===== config.mk =====
export PLATFORM = sky130hd
export DESIGN_NAME = spi_arbiter_flat
export DESIGN_NICKNAME = d
export VERILOG_FILES = /design/src/rtl/wiphase_spi_pkg.sv /design/src/rtl/spi_arbiter_if.sv /design/src/rtl/spi_arbiter_rr_picker.sv /design/src/rtl/spi_arbiter.sv /design/src/flat_wrapper.sv
export SDC_FILE = /design/constraint.sdc
export NUM_CORES = 1
export LEC_CHECK = 0
export ABC_CLOCK_PERIOD_IN_PS = 2300
export BUFFER_PORTS_ARGS = -buffer_cell sky130_fd_sc_hd__buf_4
export CELL_PAD_IN_SITES_DETAIL_PLACEMENT = 0
export CELL_PAD_IN_SITES_GLOBAL_PLACEMENT = 1
export CORE_ASPECT_RATIO = 1.5
export CORE_MARGIN = 3
export CORE_UTILIZATION = 33
export DETAILED_ROUTE_END_ITERATION = 10
export PLACE_DENSITY_LB_ADDON = 0.25
export SKIP_CTS_REPAIR_TIMING = 1
export SLEW_MARGIN = 30
export SYNTH_ARGS = -nofsm -noshare
export SYNTH_HDL_FRONTEND = slang
export SYNTH_SLANG_ARGS = --single-unit

===== constraint.sdc =====
create_clock -name mclk_i -period 2.3 [get_ports mclk_i]
set_clock_uncertainty 0.05 [all_clocks]
set_input_delay 0.23 -clock mclk_i [delete_from_list [all_inputs] [get_ports mclk_i]]
set_output_delay 0.23 -clock mclk_i [all_outputs]
set_load 0.01 [all_outputs]

===== src/rtl/wiphase_spi_pkg.sv =====
// Shared definitions for the SPI transaction arbiter: FSM states, default
// parameter values and a width helper.
package wiphase_spi_pkg;

    typedef enum logic [2:0] {
        ST_IDLE,
        ST_START,
        ST_WAIT,
        ST_RESP,
        ST_GAP
    } state_t;

    localparam int DEF_N_REQ      = 3;
    localparam int DEF_DATA_W     = 16;
    localparam int DEF_GAP_CYCLES = 4;
    localparam int DEF_TIMEOUT    = 1023;

    // Bits needed to hold values 0..n-1, never less than one.
    function automatic int width_for(input int n);
        return (n > 1) ? $clog2(n) : 1;
    endfunction

endpackage


===== src/rtl/spi_arbiter_if.sv =====
// Requester and SPI-master side signals of the arbiter; the arbiter uses the
// slave modport, the agents driving it use the master modport.
interface spi_arbiter_if
    import wiphase_spi_pkg::*;
#(
    parameter int N_REQ  = DEF_N_REQ,
    parameter int DATA_W = DEF_DATA_W
);
    localparam int SEL_W = width_for(N_REQ);

    logic [N_REQ-1:0]        req_valid;
    logic [N_REQ*DATA_W-1:0] req_wdata;
    logic [N_REQ-1:0]        req_ready;
    logic [N_REQ-1:0]        rsp_valid;
    logic [DATA_W-1:0]       rsp_rdata;
    logic                    rsp_err;
    logic                    spi_start;
    logic [DATA_W-1:0]       spi_wdata;
    logic [SEL_W-1:0]        spi_sel;
    logic                    spi_done;
    logic [DATA_W-1:0]       spi_rdata;

    modport slave (
        input  req_valid, req_wdata, spi_done, spi_rdata,
        output req_ready, rsp_valid, rsp_rdata, rsp_err, spi_start, spi_wdata, spi_sel
    );

    modport master (
        output req_valid, req_wdata, spi_done, spi_rdata,
        input  req_ready, rsp_valid, rsp_rdata, rsp_err, spi_start, spi_wdata, spi_sel
    );

endinterface


===== src/rtl/spi_arbiter_rr_picker.sv =====
// Round-robin picker: first asserted request at or above ptr, wrapping.
module rr_picker
    import wiphase_spi_pkg::*;
#(
    parameter int  N_REQ = DEF_N_REQ,
    localparam int SEL_W = width_for(N_REQ)
) (
    input  logic [N_REQ-1:0] req,
    input  logic [SEL_W-1:0] ptr,
    output logic [SEL_W-1:0] grant_idx,
    output logic             any
);

    logic [N_REQ-1:0] rot;
    logic             found;
    int unsigned      sum;

    // Rotate so bit 0 is the requester at ptr; the first set bit wins.
    always_comb begin
        rot       = N_REQ'({req, req} >> ptr);
        found     = 1'b0;
        sum       = 0;
        grant_idx = '0;
        for (int unsigned i = 0; i < N_REQ; i++) begin
            if (!found && rot[i]) begin
                found     = 1'b1;
                sum       = 32'(ptr) + i;
                grant_idx = SEL_W'((sum >= N_REQ) ? sum - N_REQ : sum);
            end
        end
    end

    assign any = |req;

endmodule


===== src/rtl/spi_arbiter.sv =====
// Arbitrates N_REQ requesters onto one SPI master, one transaction at a time,
// with round-robin grants, a WAIT timeout and an idle gap between transactions.
module spi_arbiter
    import wiphase_spi_pkg::*;
#(
    parameter int N_REQ      = DEF_N_REQ,
    parameter int DATA_W     = DEF_DATA_W,
    parameter int GAP_CYCLES = DEF_GAP_CYCLES,
    parameter int TIMEOUT    = DEF_TIMEOUT
) (
    input  logic          mclk_i,
    input  logic          mclk_reset,
    input  logic          pll_locked,
    output logic          busy,
    spi_arbiter_if.slave  bus
);

    localparam int SEL_W   = width_for(N_REQ);
    localparam int CNT_MAX = (TIMEOUT > GAP_CYCLES) ? TIMEOUT : GAP_CYCLES;
    localparam int CNT_W   = width_for(CNT_MAX + 1);
    localparam logic [CNT_W-1:0] WAIT_LAST = CNT_W'((TIMEOUT > 0) ? TIMEOUT - 1 : 0);
    localparam logic [CNT_W-1:0] GAP_LAST  = CNT_W'((GAP_CYCLES > 0) ? GAP_CYCLES - 1 : 0);

    state_t            state_q, state_d;
    logic [CNT_W-1:0]  cnt_q, cnt_d;
    logic [SEL_W-1:0]  ptr_q, ptr_d;
    logic [SEL_W-1:0]  sel_q, sel_d;
    logic [DATA_W-1:0] wdata_q, wdata_d;
    logic [DATA_W-1:0] rdata_q, rdata_d;
    logic              err_q, err_d;
    logic [SEL_W-1:0]  grant_idx;
    logic              any_req;
    logic              grant;

    rr_picker #(.N_REQ(N_REQ)) u_picker (
        .req       (bus.req_valid),
        .ptr       (ptr_q),
        .grant_idx (grant_idx),
        .any       (any_req)
    );

    assign grant = (state_q == ST_IDLE) && pll_locked && any_req;

    always_comb begin
        state_d = state_q;
        cnt_d   = cnt_q;
        ptr_d   = ptr_q;
        sel_d   = sel_q;
        wdata_d = wdata_q;
        rdata_d = rdata_q;
        err_d   = err_q;
        case (state_q)
            ST_IDLE: begin
                cnt_d = '0;
                if (grant) begin
                    state_d = ST_START;
                    sel_d   = grant_idx;
                    ptr_d   = (int'(grant_idx) == N_REQ - 1) ? '0 : grant_idx + 1'b1;
                    for (int unsigned i = 0; i < N_REQ; i++) begin
                        if (grant_idx == SEL_W'(i)) wdata_d = bus.req_wdata[i*DATA_W +: DATA_W];
                    end
                end
            end
            ST_START: begin
                state_d = ST_WAIT;
                cnt_d   = '0;
            end
            ST_WAIT: begin
                if (bus.spi_done) begin
                    state_d = ST_RESP;
                    rdata_d = bus.spi_rdata;
                    err_d   = 1'b0;
                end else if (cnt_q == WAIT_LAST) begin
                    state_d = ST_RESP;
                    rdata_d = '0;
                    err_d   = 1'b1;
                end else begin
                    cnt_d = cnt_q + 1'b1;
                end
            end
            ST_RESP: begin
                cnt_d   = '0;
                state_d = (GAP_CYCLES == 0) ? ST_IDLE : ST_GAP;
            end
            ST_GAP: begin
                if (cnt_q == GAP_LAST) state_d = ST_IDLE;
                else                   cnt_d   = cnt_q + 1'b1;
            end
            default: state_d = ST_IDLE;
        endcase
    end

    always_ff @(posedge mclk_i or posedge mclk_reset) begin
        if (mclk_reset) begin
            state_q <= ST_IDLE;
            cnt_q   <= '0;
            ptr_q   <= '0;
            sel_q   <= '0;
            wdata_q <= '0;
            rdata_q <= '0;
            err_q   <= 1'b0;
        end else begin
            state_q <= state_d;
            cnt_q   <= cnt_d;
            ptr_q   <= ptr_d;
            sel_q   <= sel_d;
            wdata_q <= wdata_d;
            rdata_q <= rdata_d;
            err_q   <= err_d;
        end
    end

    // The accept pulse is combinational from IDLE, so it is gated by reset too.
    assign bus.req_ready = (grant && !mclk_reset) ? (N_REQ'(1) << grant_idx) : '0;
    assign bus.spi_start = (state_q == ST_START);
    assign bus.spi_wdata = wdata_q;
    assign bus.spi_sel   = sel_q;
    assign bus.rsp_valid = (state_q == ST_RESP) ? (N_REQ'(1) << sel_q) : '0;
    assign bus.rsp_rdata = (state_q == ST_RESP) ? rdata_q : '0;
    assign bus.rsp_err   = (state_q == ST_RESP) && err_q;
    assign busy          = (state_q != ST_IDLE);

endmodule


===== src/flat_wrapper.sv =====
// flat-port wrapper written by rule: the top's interface ports become plain ports
module spi_arbiter_flat import wiphase_spi_pkg::*;
#(
    parameter int N_REQ      = DEF_N_REQ,
    parameter int DATA_W     = DEF_DATA_W,
    parameter int GAP_CYCLES = DEF_GAP_CYCLES,
    parameter int TIMEOUT    = DEF_TIMEOUT
)
  (mclk_i, mclk_reset, pll_locked, busy, bus_req_valid, bus_req_wdata, bus_spi_done, bus_spi_rdata, bus_req_ready, bus_rsp_valid, bus_rsp_rdata, bus_rsp_err, bus_spi_start, bus_spi_wdata, bus_spi_sel);
  spi_arbiter_if #(.N_REQ(N_REQ), .DATA_W(DATA_W)) bus_i ();
  input  logic mclk_i;
  input  logic mclk_reset;
  input  logic pll_locked;
  output logic busy;
  input wire logic [$bits(bus_i.req_valid)-1:0] bus_req_valid;
  input wire logic [$bits(bus_i.req_wdata)-1:0] bus_req_wdata;
  input wire logic [$bits(bus_i.spi_done)-1:0] bus_spi_done;
  input wire logic [$bits(bus_i.spi_rdata)-1:0] bus_spi_rdata;
  output wire logic [$bits(bus_i.req_ready)-1:0] bus_req_ready;
  output wire logic [$bits(bus_i.rsp_valid)-1:0] bus_rsp_valid;
  output wire logic [$bits(bus_i.rsp_rdata)-1:0] bus_rsp_rdata;
  output wire logic [$bits(bus_i.rsp_err)-1:0] bus_rsp_err;
  output wire logic [$bits(bus_i.spi_start)-1:0] bus_spi_start;
  output wire logic [$bits(bus_i.spi_wdata)-1:0] bus_spi_wdata;
  output wire logic [$bits(bus_i.spi_sel)-1:0] bus_spi_sel;
  assign bus_i.req_valid = bus_req_valid;
  assign bus_i.req_wdata = bus_req_wdata;
  assign bus_i.spi_done = bus_spi_done;
  assign bus_i.spi_rdata = bus_spi_rdata;
  assign bus_req_ready = bus_i.req_ready;
  assign bus_rsp_valid = bus_i.rsp_valid;
  assign bus_rsp_rdata = bus_i.rsp_rdata;
  assign bus_rsp_err = bus_i.rsp_err;
  assign bus_spi_start = bus_i.spi_start;
  assign bus_spi_wdata = bus_i.spi_wdata;
  assign bus_spi_sel = bus_i.spi_sel;
  spi_arbiter #(.N_REQ(N_REQ), .DATA_W(DATA_W), .GAP_CYCLES(GAP_CYCLES), .TIMEOUT(TIMEOUT)) u_core (.mclk_i(mclk_i), .mclk_reset(mclk_reset), .pll_locked(pll_locked), .busy(busy), .bus(bus_i));
endmodule

* Yosys cells after proc, flatten, opt, wreduce, memory -nomap -nowiden
Cells that the tools add are included.
Storage, ports and cells: memories kept 0, bits in latches 0, bits in writable memories 0, output and inout bits 43, bits in read-only memories 0, register bits after elaboration 50, input bits 71, logic and storage cells 85
Operators by class: multiply operators 0, $add $sub $neg 7, reductions and logical operators 22, equality and inequality tests 15, shift-type cells 3, bitwise gates (word level) 0, order comparisons 3, muxes and demuxes 28, divide/modulo/power cells 0
Operators by type and width (count):
- 16-bit two-way mux | 6
- 10-bit two-way mux | 3
- 10-bit case mux with 3 select lines | 1
- 3-bit two-way mux | 6
- 3-bit case mux with 5 select lines | 1
- 2-bit two-way mux | 7
- 10-bit by 1-bit adder with 10-bit output, second input constant | 1
- 10-bit equality test, second input constant | 1
- 10-bit by 2-bit equality test with 1-bit output, second input constant | 1
- 3-bit nonzero test | 3
- 3-bit by 2-bit equality test with 1-bit output, second input constant | 2
- 3-bit by 2-bit >= comparator with 1-bit output, second input constant | 2
- 1-bit logical AND | 6
- 2-bit inequality test, second input constant | 3
- 3-bit AND reduction | 2
- 3-bit OR reduction | 2
- 1-bit by 2-bit << shifter with 3-bit output, first input constant | 2
- 6-bit by 2-bit right shift with 3-bit output | 1
- 2-bit subtractor, second input constant | 3
- 2-bit equality test, second input constant | 2
- 1-bit two-way mux | 4
- 2-bit by 1-bit inequality test with 1-bit output, second input constant | 2
- 2-bit AND reduction | 2
- 4-bit AND reduction | 1
- other kinds (12) | 14

* Logic depth before layout (Yosys ltp)
Gate-level depths: netlist of the first run.
depth after elaboration 12, depth in mapped cells 9, mapped depth without buffers 8

* Modules after synthesis
Synthesis of the first run repeated with hierarchy kept, for this count alone.
Unflattened totals: cells, all modules 309, area total of the unflattened synthesis 2904.0 µm²
Modules (own cells, without submodules):
- spi_arbiter | sequential area each 1251.2 µm², cells each 287, area an instance 2722.6 µm², times used 1
- rr_picker | sequential area each 0.0 µm², cells each 22, area an instance 181.4 µm², times used 1

* Worst setup path after synthesis of the first run
No wires, ideal clock.
path type register to output, start point register u_core.ptr_q[1], end point output port bus_req_ready[1], data arrival time 2.078 ns, buffers on the path 2, setup slack -0.058 ns, data required time 2.020 ns, stages on the path, launching flop included 8, cells stage by stage dfrtp_1 buf_4 or4bb_1 a31oi_4 o21a_4 o211ai_2 buf_4 nor3_1
Between the ends: cells in the longest elaborated chain, start to end 10, elaborated cells between the ends (all ways) 23, classes of those cells add/sub: 5; order compare: 3; shift: 2; mux: 9; reduce/logical: 4
Ends and longest elaborated chain:
- start: declaration | line spi_arbiter.sv:26 | logic [SEL_W-1:0] ptr_q, ptr_d;
- start signal: assignment | line spi_arbiter.sv:105 | ptr_q <= ptr_d;
- parallel branches: the longest is 7 deep, another holds 2-bit by 1-bit adder with 3-bit output
- 2-bit two-way mux * | line spi_arbiter_rr_picker.sv:25 | if (!found && rot[i]) begin
- 1-bit by 2-bit << shifter with 3-bit output * | line spi_arbiter.sv:114 | assign bus.req_ready = (grant && !mclk_reset) ? (N_REQ'(1) << grant_idx) : '0;
- 3-bit two-way mux * | line spi_arbiter.sv:114
- end: declaration | line flat_wrapper.sv:19 | output wire logic [$bits(bus_i.req_ready)-1:0] bus_req_ready;
Every way passes the cells marked *.

* Worst setup path in the final report of the first run
Same ends and word-level chain as after synthesis.

==> results of run 1 <==
[tightest hold or removal path, cell delays in order]
cell,delay (ns)
buf_4,0.12
inv_2,0.05
buf_4,0.53
[worst min-delay path by stage]
stage                     cells after the start               endpoint         startpoint  slack [ns]
after floorplan                               1      u_core.rdata_q[0]   bus_spi_rdata[0]        0.32
after global placement                        2     u_core.rdata_q[12]  bus_spi_rdata[12]        0.41
after detailed placement                      2     u_core.rdata_q[14]  bus_spi_rdata[14]        0.41
after CTS                                     2     u_core.rdata_q[11]  bus_spi_rdata[11]         0.1
after global routing                          2     u_core.rdata_q[13]  bus_spi_rdata[13]         0.1
final                                         3  u_core.bus.spi_sel[0]         mclk_reset        0.10
[logic make-up (layout without fill, tap and decap cells)]
logic type / count (synthesis) / after routing / synth area share, %
fa+ha+maj: 6 / 6 / 2.59
simple gates: 110 / 110 / 20.3
mux: 5 / 5 / 1.77
flops: 50 / 50 / 43.2
buf+inv: 29 / 156 / 5.62
compound gates: 87 / 87 / 25.6
xor+xnor: 3 / 3 / 0.907
[power by group through the flow]
stage | registers, uW | clock network [uW] | logic (uW)
after floorplan | 1440 | 0 | 1730
after global placement | 1420 | 0 | 2770
after detailed placement | 1440 | 0 | 2790
after CTS | 1420 | 789 | 2810
after global routing | 1480 | 827 | 3230
final | 1420 | 761 | 2970
[flip-flops by register name (all words and copies together) (netlist names)]
signal and count:
u_core.err_q 1, u_core.cnt_q 10, u_core.bus.spi_wdata 16, u_core.state_q 3, u_core.ptr_q 2, u_core.bus.spi_sel 2, u_core.rdata_q 16
[per-stage QoR]
stage / setup TNS [ns] / setup slack, ns / utilization, %
after global routing: -2.37 / -0.228 / 49.8
after CTS: -0.699 / -0.291 / 48.5
after global placement: 0 / 0.0683 / 46.7
final: -0.701 / -0.145 / 49.8
after detailed placement: -0.00362 / -0.00362 / 46.7
after floorplan: 0 / 0.0348 / -
[placed cells by master (no fill, tap or decap), types with 3 or more instances in the layout]
cell	instances
a21oi_1	4
a22o_1	16
and2_1	17
and3_1	4
and4_1	3
buf_12	4
buf_4	133
buf_6	3
clkbuf_16	5
dfrtp_1	48
ha_1	5
inv_1	7
mux2i_1	3
nand2_1	25
nand2b_1	3
nand3_1	4
nor2_1	13
nor3_1	21
nor3b_1	5
o21ai_0	9
o22ai_1	16
o31ai_1	11
o31ai_2	9
or2_2	3
or3_1	3
xnor2_1	3
[cell type report]
class | instances | area, sq um
Tap cell | 107 | 134
Multi-Input combinational cell | 211 | 1540
Inverter | 8 | 30.0
Clock inverter | 3 | 26.3
Sequential cell | 50 | 1250
Fill cell | 809 | 4250
Timing Repair Buffer | 140 | 1110
Clock buffer | 5 | 125
[layer usage]
metal / global-route usage, % / wire length [um]
met4: 7.06 / 233
met2: 28.5 / 4430
met3: 2.38 / 439
met1: 20.2 / 3300
met5: 0 / 0
==> impl_metrics.tcl, run 1 <==
set metrics [dict create \
    post-dp-hpwl_mm 6.11 \
    grtUsageTotal_pct 16.6 \
    tightest_slew_ns 0.661 \
    fin_crit_sh_pct 106 \
    drive_above_1_share_pct 43.4 \
    ys_warn_count 0 \
    outcome "finished with violations" \
    drc 0 \
    worstPathArrival_ns 2.17 \
    max_freq_mhz 409 \
    startpoint "u_core.ptr_q[1]" \
    grt_max_degree 51 \
    clock_sinks 50 \
    swShare_pct 40.5 \
    syn_avg_cell_area_sq_um 9.99 \
    path_max_fanout 6 \
    hp-class "input pin to asynchronous set/reset pin" \
    switching_power_uw 2090 \
    path_class "flip-flop to output port" \
    share_seq_of_total_power_pct 27.7 \
    synth_cell_types 51 \
    rows 41 \
    vias 2727 \
    cts_tree "done" \
    area_delta_synth_final_pct 45.6 \
    drt-initial-drc-count 154 \
    hold_violations 0 \
    p_comb_share_pct 57.6 \
    htreeDepth 2 \
    placedCellCount 509 \
    ys_seq_area_share_pct 43.2 \
    synth_cells 290 \
    critPathRequiredTime_ns 2.02 \
    grt_pass1_wl_mm 12.9 \
    maxCapViolCount 0 \
    syn_area_sq_um 2900 \
    async_flop_share_pct 100 \
    synth-main-ff-cell "dfrtp_1" \
    synth.area.top_cells "dfrtp_1 (43%), a22o_1 (4.8%), o31ai_2 (3.9%)" \
    final_area_sq_um 4220 \
    violations "negative setup slack" \
    cts-root-buf "clkbuf_16" \
    layout.nets 493 \
    pwr-share-clk_pct 14.8 \
    fin_crit_ns 2.45 \
    p_total_uw 5150 \
    intPower_uw 3070 \
    final_antenna_net_count 0 \
    rsz0062_at_grt "true" \
    critPathBufInv 1 \
    cp-start-kind "flip-flop" \
    gp_routability_congestion 0.768 \
    reg2reg_depth 9 \
    overflow 0 \
    synth_most_common_cell "dfrtp_1" \
    reg2reg_from "u_core.ptr_q[1]" \
    worst_hold_slack_ns 0.104 \
    grt_pass1_vias 2718 \
    clk_pin_slew_ns 0.07 \
    power_density_nw_per_um2 1220 \
    synth_nets 367 \
    path_cells "or4bb_4 > a31oi_4 > o21a_4 > o211ai_4 > nor3_2 > buf_4" \
    critPathTopFamily "simple AND/OR/NAND/NOR gates" \
    slowest_delay_ns 0.54 \
    maxSlewHeadroom_pct 55.9 \
    endpoint_kind "output port" \
    crit_end "bus_req_ready[1]" \
    routedWlPerCell_um 16.0 \
    worst_slack_ns -0.145 \
    clock_path_buffers 2 \
    p_leak_uw 0.00199 \
    io_pins 114 \
    synth_common_cells "dfrtp_1 (50), nand2_1 (25), nor3_1 (22), and2_1 (17)" \
    setup_violations 18 \
    stdcell_count 524 \
    numCtsBuffers 5 \
    dieArea_sq_um 9960 \
    initial_utilization_pct 34.2 \
    antenna_found_initial 0 \
    synth.top_cell.area_share_pct 43.2 \
    slowest_stage "or4bb_4" \
    wirelength_mm 8.41 \
    peakVddDrop_uv 662 \
    reg2reg_to "u_core.bus.spi_wdata[6]" \
    fp.dieH_um 121 \
    port_buffers 113 \
    synth_edf_count 0 \
    clock_latency_ns 0.29 \
    firstDrtPassIters 5 \
    antennaDiodeCount 0 \
    dpl-instance-area_sq_um 3950 \
    synth_seq_cells 50 \
    regToRegSetupSlack_ns -0.04 \
    synth.largest_area_cell "dfrtp_1" \
    final_max_slew_viol_count 0 \
    vias_per_cell 5.20 \
    die_w_um 82.5 \
    path_depth 6 \
    core-area_sq_um 8460 \
]
Power figures use the tool's default switching activity.
==> run 2, diff against run 1 <==
CORE_UTILIZATION = 34   (was 33)
CTS_BUF_LIST = sky130_fd_sc_hd__clkbuf_4 sky130_fd_sc_hd__clkbuf_8   (was unset)
==> run 2 against run 1 <==
The flow still finishes with violations (negative setup slack); total power is 1.4% higher; count of clock-buffer cells in the layout is 1 higher; routed wire length is 1.1% lower; largest power group unchanged; cell count up 2.3%; sequential share of layout area shrank 0.79 points; worst setup slack got worse by 0.075 ns; clock power down 31%.
==> impl_metrics.tcl, run 2 (same netlist as run 1, synthesis figures left out) <==
set metrics [dict create \
    rows 40 \
    cp-start-kind "flip-flop" \
    gp_routability_congestion 0.805 \
    grt_pass1_wl_mm 13.2 \
    grtUsageTotal_pct 17.3 \
    critPathRequiredTime_ns 2.02 \
    cts_tree "done" \
    die_w_um 81.4 \
    grt-busiest-layer "met2" \
    worstPathArrival_ns 2.24 \
    fin_tns_setup_ns -0.550 \
    reg2reg_depth 11 \
    final_cell_mix "buf_4 (140), dfrtp_1 (49), nand2_1 (24)" \
    antennaDiodeCount 0 \
    port_buffers 113 \
    rsz0062_at_grt "true" \
    firstDrtPassIters 4 \
    maxSlewHeadroom_pct 57.6 \
    clock_sinks 50 \
    core-area_sq_um 8160 \
    clk_pin_slew_ns 0.09 \
    tightest_slew_ns 0.636 \
    use_met1_pct 21.3 \
    initial_utilization_pct 35.5 \
    drive_above_1_share_pct 47.1 \
    setup_violations 7 \
    use_met2_pct 28.8 \
    numCtsBuffers 5 \
    final_max_slew_viol_count 0 \
    fp.dieH_um 119 \
    wirelength_mm 8.31 \
    clock_path_buffers 2 \
    vias_per_cell 5.15 \
    endpoint_kind "output port" \
    post-dp-hpwl_mm 6.13 \
    hold_violations 0 \
    max_freq_mhz 397 \
    antenna_found_initial 0 \
    drt-initial-drc-count 168 \
    place_worst_setup_slack_ns -0.0539 \
    nFillCells 778 \
    postLayoutCoreUtil_pct 53.1 \
    worst_hold_slack_ns 0.0890 \
    io_pins 114 \
    startpoint "u_core.ptr_q[1]" \
    grt_max_degree 51 \
    path_max_fanout 6 \
    cts-root-buf "clkbuf_8" \
    met3_usage_pct 3.71 \
    violations "negative setup slack" \
    area_delta_synth_final_pct 49.5 \
    layout.nets 507 \
    hp-class "input pin to asynchronous set/reset pin" \
    p_leak_uw 0.00205 \
    grt_pass1_vias 2714 \
    routedWlPerCell_um 15.5 \
    outcome "finished with violations" \
    vias 2759 \
    clock_latency_ns 0.31 \
    final_antenna_net_count 0 \
    mostFrequentLayoutCell "buf_4" \
    fin_crit_sh_pct 110 \
    peakVddDrop_uv 674 \
    htreeDepth 2 \
    power_density_nw_per_um2 1210 \
    path_class "flip-flop to output port" \
    dieArea_sq_um 9690 \
    worst_slack_ns -0.220 \
    maxCapViolCount 0 \
    fin_crit_ns 2.52 \
    reg2reg_from "u_core.ptr_q[1]" \
    drc 0 \
    overflow 0 \
]
[run 2: changes by cell type in the layout (fill, tap and decap cells not counted), sizes merged]
| cell | delta |
|---|---|
| clkbuf | +1 |
| inv | -2 |
| buf | +14 |
| clkinv | +1 |
[run 2: final cells by class]
cell class / instances / area [sq um] / area share [%]
multi-input combinational: 211 / 1580 / 36.5
sequential: 50 / 1250 / 28.9
timing repair buffer: 154 / 1240 / 28.7
tap: 105 / 131 / 3.03
clock buffer: 6 / 76.3 / 1.76
inverter: 8 / 30.0 / 0.694
clock inverter: 2 / 13.8 / 0.318
[run 2: power by group]
part	switching, uW	internal (uW)
sequential	199	1200
combinational	1640	1660
clock	296	227
total	2130	3090
[run 2: routing by layer]
metal / vias to the layer above / wire (um) / share of wire (%)
met1: 1286 / 3290 / 40
met4: 0 / 220 / 2.6
li1: 1366 / - / -
met2: 91 / 4270 / 51
met5: - / 0 / 0
met3: 16 / 528 / 6.4
[run 2: per-stage QoR]
stage / power, uW / cell area (sq um) / instances
after floorplan: 3160 / 2900 / 290
after global placement: 4260 / 4020 / 516
after detailed placement: 4310 / 4020 / 516
after CTS: 4850 / 4110 / 524
after global routing: 5640 / 4330 / 536
final: 5220 / 4330 / 536
[run 2: worst paths after layout]
| path | end | slack [ns] |
|---|---|---|
| hold reg to reg | u_core.bus.spi_wdata[11] | 0.44 |
| setup / recovery | bus_req_ready[1] | -0.22 |
| setup reg to reg | u_core.bus.spi_wdata[10] | -0.03 |
| hold / removal | u_core.ptr_q[1] | 0.09 |
| min in group mclk_i | u_core.rdata_q[10] | 0.10 |
| max in group asynchronous | u_core.ptr_q[1] | 1.67 |
[run 2: worst max-delay path: stages, from the launching register on]
cell      delay (ns)
dfrtp_2         0.45
buf_6           0.14
buf_6           0.11
mux2i_1         0.13
mux2i_1         0.09
buf_4           0.16
a32oi_4         0.29
o211ai_2        0.17
buf_6           0.15
nor3_4          0.11
buf_6           0.12
